**config.mk**
```make
export PLATFORM = sky130hd
export DESIGN_NAME = viol_reset_ctrl
export DESIGN_NICKNAME = d
export VERILOG_FILES = /design/src/rtl/casu_viol_pkg.sv /design/src/rtl/viol_reset_ctrl.sv
export SDC_FILE = /design/constraint.sdc
export NUM_CORES = 1
export LEC_CHECK = 0
export CAP_MARGIN = 10
export CELL_PAD_IN_SITES_DETAIL_PLACEMENT = 2
export CELL_PAD_IN_SITES_GLOBAL_PLACEMENT = 2
export CORE_MARGIN = 2
export CORE_UTILIZATION = 33
export CTS_BUF_LIST = sky130_fd_sc_hd__clkbuf_2
export DETAILED_ROUTE_END_ITERATION = 10
export PLACE_DENSITY = 0.77
export SYNTH_ARGS = -nofsm -noshare
export SYNTH_HDL_FRONTEND = slang
export SYNTH_SLANG_ARGS = --single-unit
```
**constraint.sdc**
```tcl
create_clock -name clk -period 2.1 [get_ports clk]
set_input_delay 0.315 -clock clk [delete_from_list [all_inputs] [get_ports clk]]
set_output_delay 0.315 -clock clk [all_outputs]
set_load 0.01 [all_outputs]
```
**src/rtl/casu_viol_pkg.sv**
```systemverilog
// casu_viol_pkg
//   Shared definitions for the violation reset controller: FSM state
//   encoding, status register select codes and the bit positions of the
//   monitor reset requests within viol_req.
package casu_viol_pkg;

  // Code 2'd3 is unused and is treated as IDLE by the controller.
  typedef enum logic [1:0] {
    ST_IDLE  = 2'd0,
    ST_HOLD  = 2'd1,
    ST_DRAIN = 2'd2
  } viol_state_t;

  // rd_sel codes
  localparam logic [1:0] SEL_STATUS = 2'd0;  // {log_valid, 4'b0, log_cause, viol_cnt}
  localparam logic [1:0] SEL_PC     = 2'd1;  // log_pc
  localparam logic [1:0] SEL_ADDR   = 2'd2;  // log_addr
  localparam logic [1:0] SEL_STATE  = 2'd3;  // {13'b0, at_reset_handler, state}

  // viol_req bit indices
  localparam int VIOL_XSTACK = 0;
  localparam int VIOL_ATOMIC = 1;
  localparam int VIOL_DMA    = 2;

endpackage

```
**src/rtl/viol_reset_ctrl.sv**
```systemverilog
// viol_reset_ctrl
//   Turns level reset requests from the security monitors into a
//   stretched core reset and keeps a first-fault log of the violation.
//
//   Ports
//     clk        system clock, all state on posedge
//     rst_n      asynchronous active-low reset
//     viol_req   monitor reset requests (X_stack, atomicity, DMA)
//     pc         core program counter
//     data_addr  core data address
//     clr        clear-log strobe (honoured only while idle)
//     rd_sel     status register select
//     rd_data    status read data, combinational from rd_sel
//     sys_rst    registered, stretched core reset (active high)
//     log_valid  high while a first-fault record is held
module viol_reset_ctrl
  import casu_viol_pkg::*;
#(
  parameter int          HOLD_CYCLES   = 16,
  parameter int          DRAIN_MAX     = 256,
  parameter logic [15:0] RESET_HANDLER = 16'hFFFE
) (
  input  logic        clk,
  input  logic        rst_n,
  input  logic [2:0]  viol_req,
  input  logic [15:0] pc,
  input  logic [15:0] data_addr,
  input  logic        clr,
  input  logic [1:0]  rd_sel,
  output logic [15:0] rd_data,
  output logic        sys_rst,
  output logic        log_valid
);

  localparam logic [7:0]  HOLD_LOAD = 8'(HOLD_CYCLES - 1);
  localparam logic [15:0] DRAIN_END = 16'(DRAIN_MAX - 1);

  viol_state_t state_reg;
  logic [7:0]  hold_cnt_reg;
  logic [15:0] drain_cnt_reg;
  logic        sys_rst_reg;
  logic        log_valid_reg;
  logic [2:0]  log_cause_reg;
  logic [15:0] log_pc_reg;
  logic [15:0] log_addr_reg;
  logic [7:0]  viol_cnt_reg;
  logic [15:0] pc_q;
  logic [15:0] addr_q;

  logic        viol_any;
  logic        log_held;   // record already held, seen after a same-cycle clr
  logic [7:0]  cnt_base;   // viol_cnt value the increment starts from
  logic [7:0]  cnt_inc;

  assign viol_any = |viol_req;
  assign log_held = log_valid_reg & ~clr;
  assign cnt_base = clr ? 8'd0 : viol_cnt_reg;
  assign cnt_inc  = (cnt_base == 8'hFF) ? 8'hFF : cnt_base + 8'd1;

  always_ff @(posedge clk or negedge rst_n) begin
    if (!rst_n) begin
      state_reg     <= ST_IDLE;
      hold_cnt_reg  <= '0;
      drain_cnt_reg <= '0;
      sys_rst_reg   <= 1'b0;
      log_valid_reg <= 1'b0;
      log_cause_reg <= '0;
      log_pc_reg    <= '0;
      log_addr_reg  <= '0;
      viol_cnt_reg  <= '0;
      pc_q          <= '0;
      addr_q        <= '0;
    end else begin
      // Monitor requests arrive one cycle after the offending access, so
      // the log captures the delayed copies.
      pc_q   <= pc;
      addr_q <= data_addr;

      case (state_reg)
        ST_HOLD: begin
          // Runs to completion even if viol_req drops meanwhile.
          if (hold_cnt_reg == 8'd0) begin
            state_reg     <= ST_DRAIN;
            sys_rst_reg   <= 1'b0;
            drain_cnt_reg <= '0;
          end else begin
            hold_cnt_reg <= hold_cnt_reg - 8'd1;
          end
        end

        ST_DRAIN: begin
          if (!viol_any) begin
            state_reg <= ST_IDLE;
          end else if (drain_cnt_reg == DRAIN_END) begin
            // Monitor never released: reset again, but this is the same
            // violation, so neither the count nor the log changes.
            state_reg    <= ST_HOLD;
            sys_rst_reg  <= 1'b1;
            hold_cnt_reg <= HOLD_LOAD;
          end else begin
            drain_cnt_reg <= drain_cnt_reg + 16'd1;
          end
        end

        default: begin  // ST_IDLE and the unused code
          state_reg <= ST_IDLE;
          if (viol_any) begin
            // A violation beats a same-cycle clr: the clr is folded into
            // log_held/cnt_base so the new record and a count of 1 result.
            state_reg    <= ST_HOLD;
            sys_rst_reg  <= 1'b1;
            hold_cnt_reg <= HOLD_LOAD;
            viol_cnt_reg <= cnt_inc;
            if (!log_held) begin
              log_valid_reg <= 1'b1;
              log_cause_reg <= viol_req;
              log_pc_reg    <= pc_q;
              log_addr_reg  <= addr_q;
            end
          end else if (clr) begin
            log_valid_reg <= 1'b0;
            log_cause_reg <= '0;
            log_pc_reg    <= '0;
            log_addr_reg  <= '0;
            viol_cnt_reg  <= '0;
          end
        end
      endcase
    end
  end

  always_comb begin
    rd_data = '0;
    case (rd_sel)
      SEL_STATUS: rd_data = {log_valid_reg, 4'b0, log_cause_reg, viol_cnt_reg};
      SEL_PC:     rd_data = log_pc_reg;
      SEL_ADDR:   rd_data = log_addr_reg;
      default:    rd_data = {13'b0, (pc_q == RESET_HANDLER), state_reg};
    endcase
  end

  assign sys_rst   = sys_rst_reg;
  assign log_valid = log_valid_reg;

endmodule

```
# Word level (Yosys, flattened, before mapping)
# Cells that the tools add are included.
# word_totals
output_inout_bits,18
reg_bits,103
# op_classes
mux,34
n_bitwise,3
n_eq_ne,14
n_addsub,3
n_reduce_logical,12
# ops
op,count
2-to-1 mux 16 bit,8
2-to-1 mux 8 bit,7
case mux 16 bit (3 select lines),1
case mux 16 bit (2 select lines),1
adder 16 x 1 -> 16 bit (second input constant),1
== test 16 bit (second input constant),1
== test 16 x 8 -> 1 bit (second input constant),1
case mux 8 bit (2 select lines),1
!= test 2 bit (second input constant),6
AND reduction 4 bit,3
2-to-1 mux 3 bit,3
adder 8 x 1 -> 8 bit (second input constant),1
== test 8 bit (second input constant),1
zero test 8 bit,1
2-to-1 mux 1 bit,8
subtractor 8 x 1 -> 8 bit (second input constant),1
2-to-1 mux 2 bit,3
nonzero test 2 bit,3
== test 2 x 1 -> 1 bit (second input constant),2
== test 2 bit (second input constant),2
case mux 2 bit (2 select lines),1
!= test 3 bit (second input constant),1
AND reduction 3 bit,1
OR reduction 3 bit,1
other kinds (6),7

# Longest topological paths before layout
# depth
word_depth,4
ltp_mapped,8

# Worst setup path after synthesis
# No wires, ideal clock.
# synth_path
path_kind,register to register
from,register drain_cnt_reg[0]
to,register hold_cnt_reg[3]
t_required_ns,2.031
stages_incl_launch_ff,8
arrival_time_ns,1.918
synth_period_minus_slack_ns,1.987
slack_ns,0.113
cell_sequence,dfrtp_1 -> ha_1 -> and3_1 -> nand4_4 -> o21a_1 -> buf_6 -> or4_1 -> nand3_1
# synth_via
elab_chain_len,3
# synth_rtl
element,line,source
"start, declared",viol_reset_ctrl.sv:40,logic [15:0] drain_cnt_reg;
"start signal, assigned",viol_reset_ctrl.sv:101,drain_cnt_reg <= drain_cnt_reg + 16'd1;
== test 16 x 8 -> 1 bit,viol_reset_ctrl.sv:94,end else if (drain_cnt_reg == DRAIN_END) begin
!= test 2 bit (no line),-,
AND reduction 4 bit (no line),-,
"end signal, assigned",viol_reset_ctrl.sv:87,hold_cnt_reg <= hold_cnt_reg - 8'd1;
"end, declared",viol_reset_ctrl.sv:39,logic [7:0] hold_cnt_reg;
# Every way passes these cells.
# A chain may end at the register's enable or synchronous reset.

# Worst setup path in the final report
# layout_path
from,register pc_q[14]
to,output port rd_data[2]
# layout_via
elab_chain_len,2
# layout_rtl
element,line,source
"start, declared",viol_reset_ctrl.sv:47,logic [15:0] pc_q;
"start signal, assigned",viol_reset_ctrl.sv:76,pc_q <= pc;
== test 16 bit,viol_reset_ctrl.sv:138,"default: rd_data = {13'b0, (pc_q == RESET_HANDLER), state_reg};"
case mux 16 bit (3 select lines),viol_reset_ctrl.sv:134,case (rd_sel)
"end, declared",viol_reset_ctrl.sv:30,"output logic [15:0] rd_data,"
# Every way passes these cells.

==> run metrics <==
Tcrit/Tclk final=115%; max-cap violations=0; initial antenna violation count=1; Via density=5.26; layout cell share with drive strength beyond 1=26.2%; GPL Wtd Cong=0.780; dpl hpwl=10.5 mm; grt ovf=0; core area=13800 sq um; Detailed Routing Iterations Pass 1=4; sequential share of the synthesized area=55.9%; reg2reg path depth=7; Static Leak=0.00292 uW; Hold Path End=pc_q[11]; Hold Worst Slack=67.9 ps; H-tree depth=3; CP Class=reg -> out; number of fill cells=1445; Synthesis Warnings=0; Ports=58; worst-skew pair later-pin latency=690 ps; type of the tightest min-delay check=in -> reg; Seq cells post-synth=103; root buf cell=clkbuf_2; port buffer count=57; vias in the first global route=4770; Cells after Synth=450; # nets final=654; initial DRC count=219; DIE WIDTH=122 microns; Final ANT Viol Nets=0; CP arrival=2110 ps; Clock Tree Buf Depth=2; wire per inst=21.6 microns; Tmin final=2420 ps; reg2reg end=drain_cnt_reg[10]; initial core utilization=33.5%; status=complete, but fails checks; Power Total=6200 uW; multi-input gate area in the final layout=2010 sq um; min-delay src=pc[11]; final design utilization=47.1%; Worst setup EP type=primary output; Synth Area per Inst=10.2 sq um; Slew Limit Fails=0; ys flop type=dfrtp_1; Fin. Hold Viols=0; post-route cell area=6490 sq um; Post-synth EDFFs=0; Die Span Y=122 microns; final worst slack=-322 ps; setup violators final=3; gr usage total=23.8%; largest net degree at the start of global routing=51; Peak Freq=413 MHz; internal reg-to-reg setup slack=60 ps; PD cells=955 nW/um^2; Distinct cells, synth=55; crit-path max FO=2; normalized max-slew margin=56.8%; clock skew=58.4 ps; RSZ-0062 raised after global routing=true; VDD IR max=0.507 mV; ranking of synthesized cells by area=dfrtp_1 (56%), nand2_1 (7.9%), o21ai_0 (5.4%); Hold Path Cell Cnt=1; placed cell area=5760 sq um; CTS Sinks=103; Post-synth ARST share=100%; first-pass GRT wire length=26.7 mm; most common cell in the synthesized netlist=dfrtp_1; CTS clk-pin slew, worst paths=360 ps; Yosys top cell area share=55.9%; Setup crit start kind=flop; failing checks=setup timing; Reg area=2580 sq um; Num CTS Buffers=9; post-synthesis cell area=4610 sq um; # DRC=0; final WL=17.2 mm; worst path required time=1780 ps; die area=14900 sq um; CTS tree=done; synthesized netlist net count=495; RR Startpoint=drain_cnt_reg[1]; Vias=4180; Least-Margin Pin Slew=648 ps; post-synth top area cell=dfrtp_1; Syn-to-layout area delta=40.8%; Row Count=43; Commonest cells post-synth=dfrtp_1 (103), nand2_1 (97), o21ai_0 (50)
[power by group]
group / total [uW] / internal (uW) / switching [uW]
Clock: 1090 / 224 / 865
Combinational: 2290 / 1070 / 1220
Sequential: 2820 / 2430 / 395
[stage by stage]
stage,worst slack [ps],instances,setup TNS (ps)
global route,-480,795,-909
finish,-322,795,-456
global placement,-193,719,-3320
CTS,-431,779,-568
floorplan,113,450,0
detailed placement,-358,719,-9860
[placed cells by master (no fill, tap or decap), drive strengths merged, types with 4 or more instances in the layout]
master	instances
mux2	5
or4	9
clkdlybuf4s50	38
o31ai	9
nand3	9
mux2i	13
nor4	6
or3	5
ha	5
a22o	4
nand2	97
and2	4
nand4	14
clkbuf	15
buf	95
dfrtp	103
nor3	8
o21ai	50
dlygate4sd3	25
dlygate4sd2	4
nor2	16
a21oi	16
inv	13
[layer usage]
| metal | track usage, % | wire [microns] | share of wire (%) |
|---|---|---|---|
| met5 | 0 | 0 | 0 |
| met2 | 41.7 | 9130 | 53 |
| met3 | 4.03 | 426 | 2.5 |
| met4 | 8.84 | 444 | 2.6 |
| met1 | 29.1 | 7210 | 42 |
[final cells by class]
type / count / share of cell area, %
multi-input cells: 315 / 30.9
flip-flops and latches: 103 / 39.8
clock buffers: 9 / 0.694
repair buffers: 171 / 23.2
well taps: 180 / 3.47
inverters: 9 / 0.520
clock inverters: 7 / 1.41
diodes: 1 / 0.0385
[worst max-delay path, cell delays in order (launching register included)]
cell and delay (ps):
dfrtp_1 460, nand4_1 200, nor4_4 350, mux4_2 310, buf_6 100
[worst max path at each step]
| stage | from | end | slack, ps |
|---|---|---|---|
| 4_1_cts | pc_q[0] | rd_data[2] | -430 |
| 3_3_place_gp | rd_sel[1] | rd_data[1] | -190 |
| 3_5_place_dp | rd_sel[1] | rd_data[7] | -360 |
| 6_report | pc_q[14] | rd_data[2] | -320 |
| 2_1_floorplan | drain_cnt_reg[0] | hold_cnt_reg[3] | 110 |
| 5_1_grt | pc_q[14] | rd_data[2] | -480 |
[timing repair]
item | 4_1_cts | 5_1_grt
hold buffers | 24 | 1
hold endpoints to repair | 87 | 1
setup buffers | 20 | 15
pin swaps | 1 | 8
resized for setup | 50 | 43
setup endpoints to repair | 20 | 35
[logic make-up after synthesis]
family | share of synthesized area (%)
simple gates | 20.3
fa+ha+maj | 1.36
buf+inv | 2.77
flops | 55.9
xor+xnor | 0.950
compound gates | 13.2
mux | 5.51
No activity file was read; power rests on OpenSTA's default activity.
